File: config.mk
export PLATFORM = sky130hd
export DESIGN_NAME = column_drop_controller
export DESIGN_NICKNAME = d
export VERILOG_FILES = /design/src/rtl/column_drop_controller.sv
export SDC_FILE = /design/constraint.sdc
export NUM_CORES = 1
export LEC_CHECK = 0
export BUFFER_PORTS_ARGS = -buffer_cell sky130_fd_sc_hd__buf_2
export CAP_MARGIN = 15
export CORE_MARGIN = 2
export CORE_UTILIZATION = 60
export CTS_CLUSTER_DIAMETER = 150
export DETAILED_ROUTE_END_ITERATION = 8
export PLACE_DENSITY = 0.85
export SETUP_SLACK_MARGIN = 0.02
export SLEW_MARGIN = 10
export SYNTH_ARGS = -nofsm -noshare
export SYNTH_HDL_FRONTEND = slang
export SYNTH_SLANG_ARGS = --single-unit
File: constraint.sdc
create_clock -name clk -period 8.2 [get_ports clk]
set_clock_uncertainty 0.1 [all_clocks]
set_input_delay 0.82 -clock clk [delete_from_list [all_inputs] [get_ports clk]]
set_output_delay 0.82 -clock clk [all_outputs]
set_load 0.005 [all_outputs]
File: src/rtl/column_drop_controller.sv
// column_drop_controller: accepts one column request at a time, drops the
// current player's piece into the lowest empty row of that column, toggles the
// turn and tracks move count / board-full for display and game control.
// Optional single-level undo is enabled by defining COLUMN_DROP_UNDO_EN.
module column_drop_controller #(
  parameter int unsigned ROWS  = 6,
  parameter int unsigned COLS  = 7,
  parameter int unsigned COL_W = 3
) (
  input  logic                   clk,
  input  logic                   rst_n,
  input  logic                   new_game,
  input  logic                   col_valid,
  input  logic [COL_W-1:0]       col_idx,
`ifdef COLUMN_DROP_UNDO_EN
  input  logic                   undo_req,
  output logic                   undo_ack,
`endif
  output logic                   col_ready,
  output logic                   move_ack,
  output logic                   move_reject,
  output logic                   cur_player,
  output logic [ROWS*COLS-1:0]   board_p1,
  output logic [ROWS*COLS-1:0]   board_p2,
  output logic [2:0]             last_row,
  output logic [COL_W-1:0]       last_col,
  output logic [5:0]             move_count,
  output logic                   board_full
);

  localparam int unsigned CELLS = ROWS * COLS;
  localparam int unsigned HGT_W = 3;
  localparam int unsigned CNT_W = 6;
  localparam int unsigned IDX_W = 6;

  typedef enum logic [1:0] {
    S_IDLE,
    S_CHECK,
    S_PLACE,
    S_FULL
  } state_e;

  state_e                 state_q;
  logic [COL_W-1:0]       col_q;
  logic [HGT_W-1:0]       height_q [COLS];
  logic [CELLS-1:0]       board_p1_q;
  logic [CELLS-1:0]       board_p2_q;
  logic                   cur_player_q;
  logic                   move_ack_q;
  logic                   move_reject_q;
  logic [2:0]             last_row_q;
  logic [COL_W-1:0]       last_col_q;
  logic [CNT_W-1:0]       move_count_q;
  logic                   board_full_q;
  logic                   col_ready_q;

  logic [HGT_W-1:0]       sel_height_c;
  logic                   col_legal_c;
  logic                   col_full_c;
  logic [IDX_W-1:0]       place_idx_c;

`ifdef COLUMN_DROP_UNDO_EN
  logic                   undo_avail_q;
  logic                   undo_ack_q;
  logic                   undo_go_c;
  logic [IDX_W-1:0]       undo_idx_c;
`endif

  // Height of the latched column; columns outside the board read as empty.
  always_comb begin
    sel_height_c = '0;
    for (int unsigned c = 0; c < COLS; c++) begin
      if (col_q == COL_W'(c)) sel_height_c = height_q[c];
    end
  end

  // Legality of the latched request and the target cell index.
  always_comb begin
    col_legal_c = ({1'b0, col_q} < (COL_W+1)'(COLS));
    col_full_c  = (sel_height_c == HGT_W'(ROWS));
    place_idx_c = IDX_W'(sel_height_c) * IDX_W'(COLS) + IDX_W'(col_q);
  end

`ifdef COLUMN_DROP_UNDO_EN
  // Undo is taken only while waiting for input and a fresh placement exists.
  always_comb begin
    undo_go_c  = undo_req && undo_avail_q && (move_count_q != '0) &&
                 ((state_q == S_IDLE) || (state_q == S_FULL));
    undo_idx_c = IDX_W'(last_row_q) * IDX_W'(COLS) + IDX_W'(last_col_q);
  end
`endif

  // Move FSM together with board, counters and registered outputs.
  always_ff @(posedge clk or negedge rst_n) begin
    if (!rst_n) begin
      state_q       <= S_IDLE;
      col_q         <= '0;
      board_p1_q    <= '0;
      board_p2_q    <= '0;
      cur_player_q  <= 1'b0;
      move_ack_q    <= 1'b0;
      move_reject_q <= 1'b0;
      last_row_q    <= '0;
      last_col_q    <= '0;
      move_count_q  <= '0;
      board_full_q  <= 1'b0;
      col_ready_q   <= 1'b1;
      for (int unsigned c = 0; c < COLS; c++) height_q[c] <= '0;
`ifdef COLUMN_DROP_UNDO_EN
      undo_avail_q  <= 1'b0;
      undo_ack_q    <= 1'b0;
`endif
    end else begin
      move_ack_q    <= 1'b0;
      move_reject_q <= 1'b0;
`ifdef COLUMN_DROP_UNDO_EN
      undo_ack_q    <= 1'b0;
`endif
      if (new_game) begin
        // Synchronous restart; any in-flight move is dropped silently.
        state_q      <= S_IDLE;
        col_q        <= '0;
        board_p1_q   <= '0;
        board_p2_q   <= '0;
        cur_player_q <= 1'b0;
        last_row_q   <= '0;
        last_col_q   <= '0;
        move_count_q <= '0;
        board_full_q <= 1'b0;
        col_ready_q  <= 1'b1;
        for (int unsigned c = 0; c < COLS; c++) height_q[c] <= '0;
`ifdef COLUMN_DROP_UNDO_EN
        undo_avail_q <= 1'b0;
`endif
      end
`ifdef COLUMN_DROP_UNDO_EN
      else if (undo_go_c) begin
        // The piece belongs to the player who is not on turn now.
        if (cur_player_q) board_p1_q[undo_idx_c] <= 1'b0;
        else              board_p2_q[undo_idx_c] <= 1'b0;
        for (int unsigned c = 0; c < COLS; c++) begin
          if ((last_col_q == COL_W'(c)) && (height_q[c] != '0))
            height_q[c] <= height_q[c] - HGT_W'(1);
        end
        move_count_q <= move_count_q - CNT_W'(1);
        cur_player_q <= ~cur_player_q;
        board_full_q <= 1'b0;
        undo_avail_q <= 1'b0;
        undo_ack_q   <= 1'b1;
        col_ready_q  <= 1'b1;
        state_q      <= S_IDLE;
      end
`endif
      else begin
        case (state_q)
          S_IDLE: begin
            if (col_valid) begin
              col_q       <= col_idx;
              col_ready_q <= 1'b0;
              state_q     <= S_CHECK;
            end
          end
          S_CHECK: begin
            if (!col_legal_c || col_full_c) begin
              move_reject_q <= 1'b1;
              col_ready_q   <= 1'b1;
              state_q       <= S_IDLE;
            end else begin
              state_q <= S_PLACE;
            end
          end
          S_PLACE: begin
            if (cur_player_q) board_p2_q[place_idx_c] <= 1'b1;
            else              board_p1_q[place_idx_c] <= 1'b1;
            for (int unsigned c = 0; c < COLS; c++) begin
              if ((col_q == COL_W'(c)) && (height_q[c] != HGT_W'(ROWS)))
                height_q[c] <= height_q[c] + HGT_W'(1);
            end
            move_count_q <= move_count_q + CNT_W'(1);
            cur_player_q <= ~cur_player_q;
            last_row_q   <= sel_height_c;
            last_col_q   <= col_q;
            move_ack_q   <= 1'b1;
`ifdef COLUMN_DROP_UNDO_EN
            undo_avail_q <= 1'b1;
`endif
            if (move_count_q == CNT_W'(CELLS - 1)) begin
              board_full_q <= 1'b1;
              state_q      <= S_FULL;
            end else begin
              col_ready_q  <= 1'b1;
              state_q      <= S_IDLE;
            end
          end
          S_FULL: begin
            col_ready_q <= 1'b0;
          end
          default: begin
            col_ready_q <= 1'b1;
            state_q     <= S_IDLE;
          end
        endcase
      end
    end
  end

  assign col_ready   = col_ready_q;
  assign move_ack    = move_ack_q;
  assign move_reject = move_reject_q;
  assign cur_player  = cur_player_q;
  assign board_p1    = board_p1_q;
  assign board_p2    = board_p2_q;
  assign last_row    = last_row_q;
  assign last_col    = last_col_q;
  assign move_count  = move_count_q;
  assign board_full  = board_full_q;
`ifdef COLUMN_DROP_UNDO_EN
  assign undo_ack    = undo_ack_q;
`endif

endmodule
### Word level (Yosys, flattened, before mapping)

Cells that the tools add are included.

* register bits: 127
* latch bits: 0
* memory bits (writable): 0
* ROM bits: 0
* input bits: 7
* output and inout bits: 101
* word-level logic and storage cells: 148
* memories: 0

* add/subtract/negate cells: 9
* $mul: 1
* div/mod/pow operators: 0
* order comparisons: 3
* eq/ne operators: 22
* shift operators: 0
* mux-type cells: 53
* bitwise logic cells: 3
* reduce and logical (&&, ||, !) cells: 38

Operators by type and width (number)
* $mux 42: 6
* $or 42x42->42: 2
* $mux 3: 21
* $mux 21: 2
* $ne 3x3->1 const B: 10
* $reduce_and 2->1: 12
* $reduce_bool 2->1: 12
* $add 3x1->3 const B: 7
* $mux 1: 15
* $eq 3x3->1 const B: 4
* $mux 6: 2
* $logic_and 1x1->1: 8
* $mux 2: 4
* $lt 6x7->1 const B: 1
* $add 6x1->6 const B: 1
* $add 6x3->6: 1
* $demux 1 s6: 1
* $eq 3x2->1 const B: 2
* $eq 6x6->1 const B: 1
* $ge 6x1->1 const B: 1
* $mul 3x3->6 const B: 1
* $pmux 2 s3: 1
* $eq 2x2->1 const B: 2
* $pmux 1 s4: 1
* 11 further kinds: 11

### Logic depth before layout (Yosys ltp)

* word-level depth: 18
* gate-level depth with buffers: 16
* depth with buffers taken out: 14

### Least setup slack after synthesis

No wires, ideal clock.

* path type: register to register
* start: reg col_q[2]
* end: reg board_p2_q[27], in the netlist board_p2[27]
* setup time: 80 ps
* arrival: 4012 ps
* required time: 8020 ps
* setup slack: 4008 ps
* cell stages (with the launch flop): 15
* buffers on the path: 2
* clock period less this slack: 4192 ps
* path through: dfrtp_1 buf_4 buf_2 o21ai_0 o21ai_0 a21o_1 or2_2 fa_1 fa_1 fa_1 a211o_1 a21o_1 nand2_1 nand4_1 o2bb2ai_1

* longest elaborated chain between the ends: 18
* elaborated cells between the ends (all ways): 25
* those cells by class: add/sub (1); mul (1); order compare (2); eq/ne (6); mux (12); bitwise (1); reduce/logical (2)

RTL lines
* start: declaration: line 44 `logic [COL_W-1:0] col_q;`
* start signal: assignment: line 158 `col_q <= col_idx;`
* $logic_not 3->1: line 73 `if (col_q == COL_W'(c)) sel_height_c = height_q[c];`
* $mux 3 (7 in series): line 73
* $mul 3x3->6: line 81 `place_idx_c = IDX_W'(sel_height_c) * IDX_W'(COLS) + IDX_W'(col_q);`
* $add 6x3->6 (*): line 81
* $lt 6x7->1 (implied by the code) / $ge 6x1->1 (equally long branches): line 173 `if (cur_player_q) board_p2_q[place_idx_c] <= 1'b1;`
* $logic_and 1x1->1 (implied by the code): line 173
* $mux 1 (implied by the code): line 173
* $demux 1 s6 (*): line 173
* $or 42x42->42 (no line) (*)
* $mux 42 (*): line 173
* $mux 42 (*): line 155 `case (state_q)`
* $mux 42 (*): line 119 `if (new_game) begin`
* end signal: assignment: line 99 `board_p2_q <= '0;`
* end signal: assignment: line 124 `board_p2_q <= '0;`
* end signal: indexed assignment: line 173
* end: declaration: line 47 `logic [CELLS-1:0] board_p2_q;`

Every way passes the cells marked *; elsewhere a longest branch is shown, timed or not. The select of a mux whose other input is x is not followed.
A chain may end at the register's enable or synchronous reset.

### Worst setup path in the final report

* start: reg col_q[1]
* end: reg board_p2_q[39], in the netlist board_p2[39]

The elaborated chain is that of the path after synthesis.

==> reports/results.tsv <==
metric	value	unit
post-synthesis sequential area ratio	53.27	%
Max Cap Violations	0	
Net Count, Synth	562	
drt drc	0	
most area-consuming cells after synthesis	dfrtp_1, o2bb2ai_1, ha_1	
gr ovfl total	0	
Die Span Y	103.7	um
kind of start point of the critical path	flip-flop	
Post-CTS Hold Buffers	0	
final slew viol count	0	
pin count of the biggest net entering global routing	88	
FF/Latch Area	0.003179	mm2
worst-path maximum fanout	26	
Cell variety after synth	55	
Max rail drop VDD	0.0001337	V
cell taking the most area after synthesis	dfrtp_1	
fmax	189.4	MHz
Worst slew margin	30.48	%
Post-Route WL	15.03	mm
Place WS	3.137	ns
Crit. End Element	flip-flop	
Skew-Pair Late Insertion Delay	0.53	ns
Yosys top cell area share	52.83	%
Req. time, crit path	8.53	ns
fillcell total	658	
post-synthesis async set-or-reset flop share	100.0	%
Critical Path Most Common Cell	fa_1	
Initial Util	61.34	%
Post-CTS Resized	0	
Design Power	1.592	mW
Arr. time, crit path	5.61	ns
Multi-input gate area	0.002571	mm2
Die ar.	0.01076	mm2
# rows	36	
All-Layer GR Usage	29.01	%
Post-synth EDFFs	0	
share of cells above drive strength 1	25.39	%
# setup viols final	0	
antenna violations before repair	0	
R2R Path Start	col_q[1]	
main flop type after synthesis	dfrtp_1	
Initial DRC Count	377	
delay-heaviest family, CP	adder cells	
most common cell after layout, fill and taps aside	dfrtp_1	
I/O Pins	108	
critical path's largest stage delay	0.91	ns
Via Count	4723	
flop-to-flop setup slack	2.92	ns
clock root cell	clkbuf_8	
CTS tree	built	
TNS Setup	0	ns
critical path class	flip-flop to flip-flop	
Final Hold Vio Count	0	
Period Utilization, post-route	64.39	%
vias per inst	6.158	
Worst-path clk slew	0.06	ns
post-CTS setup buffers	0	
Reg2Reg Depth	10	
RSZ-0062 raised after global routing	false	
clock sinks	127	
Worst-Margin Slew	1.043	ns
Hold Crit Class	input pin to asynchronous set/reset pin	
Final WS setup	2.920	ns
final core occ	73.60	%
synth warn	0	
CP max stage cell	dfrtp_1	
wire per inst	19.59	um
CTS H-tree lvls	4	
TritonCTS Buffers	17	
Initial DRT Pass Iterations	5	
Tmin final	5.280	ns
worst-case clock buffer depth	2	
RR Endpoint	board_p2[39]	
sequence of cells on the critical path	mux2_4, a222oi_1, a21oi_1, a31oi_2, fa_1, fa_1, fa_1, nand3_1, or3_1, o2bb2ai_1	
Detail Route Antenna Nets	0	
Final Cell Area	0.007161	mm2
commonest non-fill, non-tap cells in the layout	dfrtp_1, buf_2, o2bb2ai_1	
synthesized flop and latch total	127	
die width	103.7	um
dpl hpwl	9.613	mm
pwr/cell area	222.4	mW/mm2
RD Place Congestion	0.8808	
Synth Area per Inst	11.46	um2
Core ar.	0.009729	mm2
first-pass GRT wire length	24.81	mm
status	finished, final reports clean	
Pleak	3.571	nW
Synth Instances	521	
vias in the first global route	4697	
Placement Cell Area	0.006553	mm2
number of diodes	0	
Net count, final	662	
WP buf/inv	0	
area grow syn2layout	19.98	%
I/O Buffers	107	
Syn Std Cell Area	0.005968	mm2
[worst max-delay path by stage]
stage	startpoint	endpoint	slack (ns)	cells after the start
4_1_cts	col_q[1]	board_p2[39]	3.00	10
2_1_floorplan	col_q[2]	board_p2[27]	4.01	14
3_3_place_gp	col_q[1]	board_p2[39]	3.29	10
5_1_grt	col_q[1]	board_p2[1]	2.68	12
6_report	col_q[1]	board_p2[39]	2.92	10
3_5_place_dp	col_q[1]	board_p2[7]	3.14	10
[Yosys cell counts, types with 7 or more instances]
library cell    n
dfrtp_1       126
nand2_1        32
inv_1          21
xor2_1          8
a21oi_1        16
o2bb2ai_1      84
nor2_1         51
nand3_1        12
a211oi_1        8
buf_2           8
clkbuf_1       15
ha_1           30
or3_1           7
xnor2_1        13
[state kept, by name, summed over array words and instances, names as in the netlist]
signal	cells
board_p2	42
last_row	3
col_ready	1
board_full	1
board_p1	42
col_q	3
last_col	3
state_q	2
height_q	21
move_ack	1
cur_player	1
move_count	6
move_reject	1
[routing by layer]
layer	vias to the layer above	wire [um]	track usage, %
met5	-	0	0
met3	39	891	5.790
met1	2386	6140	37.48
li1	2096	-	-
met4	0	368	11.10
met2	202	7629	48.72
[through the flow]
stage / hold WS (ns) / cells
5_1_grt: 0.2094 / 767
6_report: 0.1612 / 767
3_5_place_dp: 0.3685 / 735
2_1_floorplan: 0.3726 / 521
3_3_place_gp: 0.3628 / 735
4_1_cts: 0.1821 / 767
[cell families (layout without fill, tap and decap cells)]
logic type,Yosys count,in the layout,share of synthesized area [%]
simple gates,146,146,12.29
flops,127,127,53.27
xor+xnor,21,21,3.082
mux,8,8,1.551
compound gates,135,135,18.53
fa+ha+maj,34,34,7.631
buf+inv,50,163,3.648
[layout make-up]
class / instances / area share, %
Clock inverter: 14 / 2.516
Inverter: 22 / 1.153
Multi-Input combinational cell: 344 / 35.91
Timing Repair Buffer: 109 / 7.723
Clock buffer: 18 / 5.976
Tap cell: 133 / 2.324
Sequential cell: 127 / 44.40
[where the power goes]
part / leakage, nW / internal [mW] / total (mW) / switching (mW)
Clock: 0.287 / 0.477 / 0.774 / 0.298
Sequential: 1.77 / 0.635 / 0.649 / 0.0145
Combinational: 1.52 / 0.0505 / 0.169 / 0.118
Total: 3.57 / 1.16 / 1.59 / 0.430
Power figures use the tool's default switching activity.
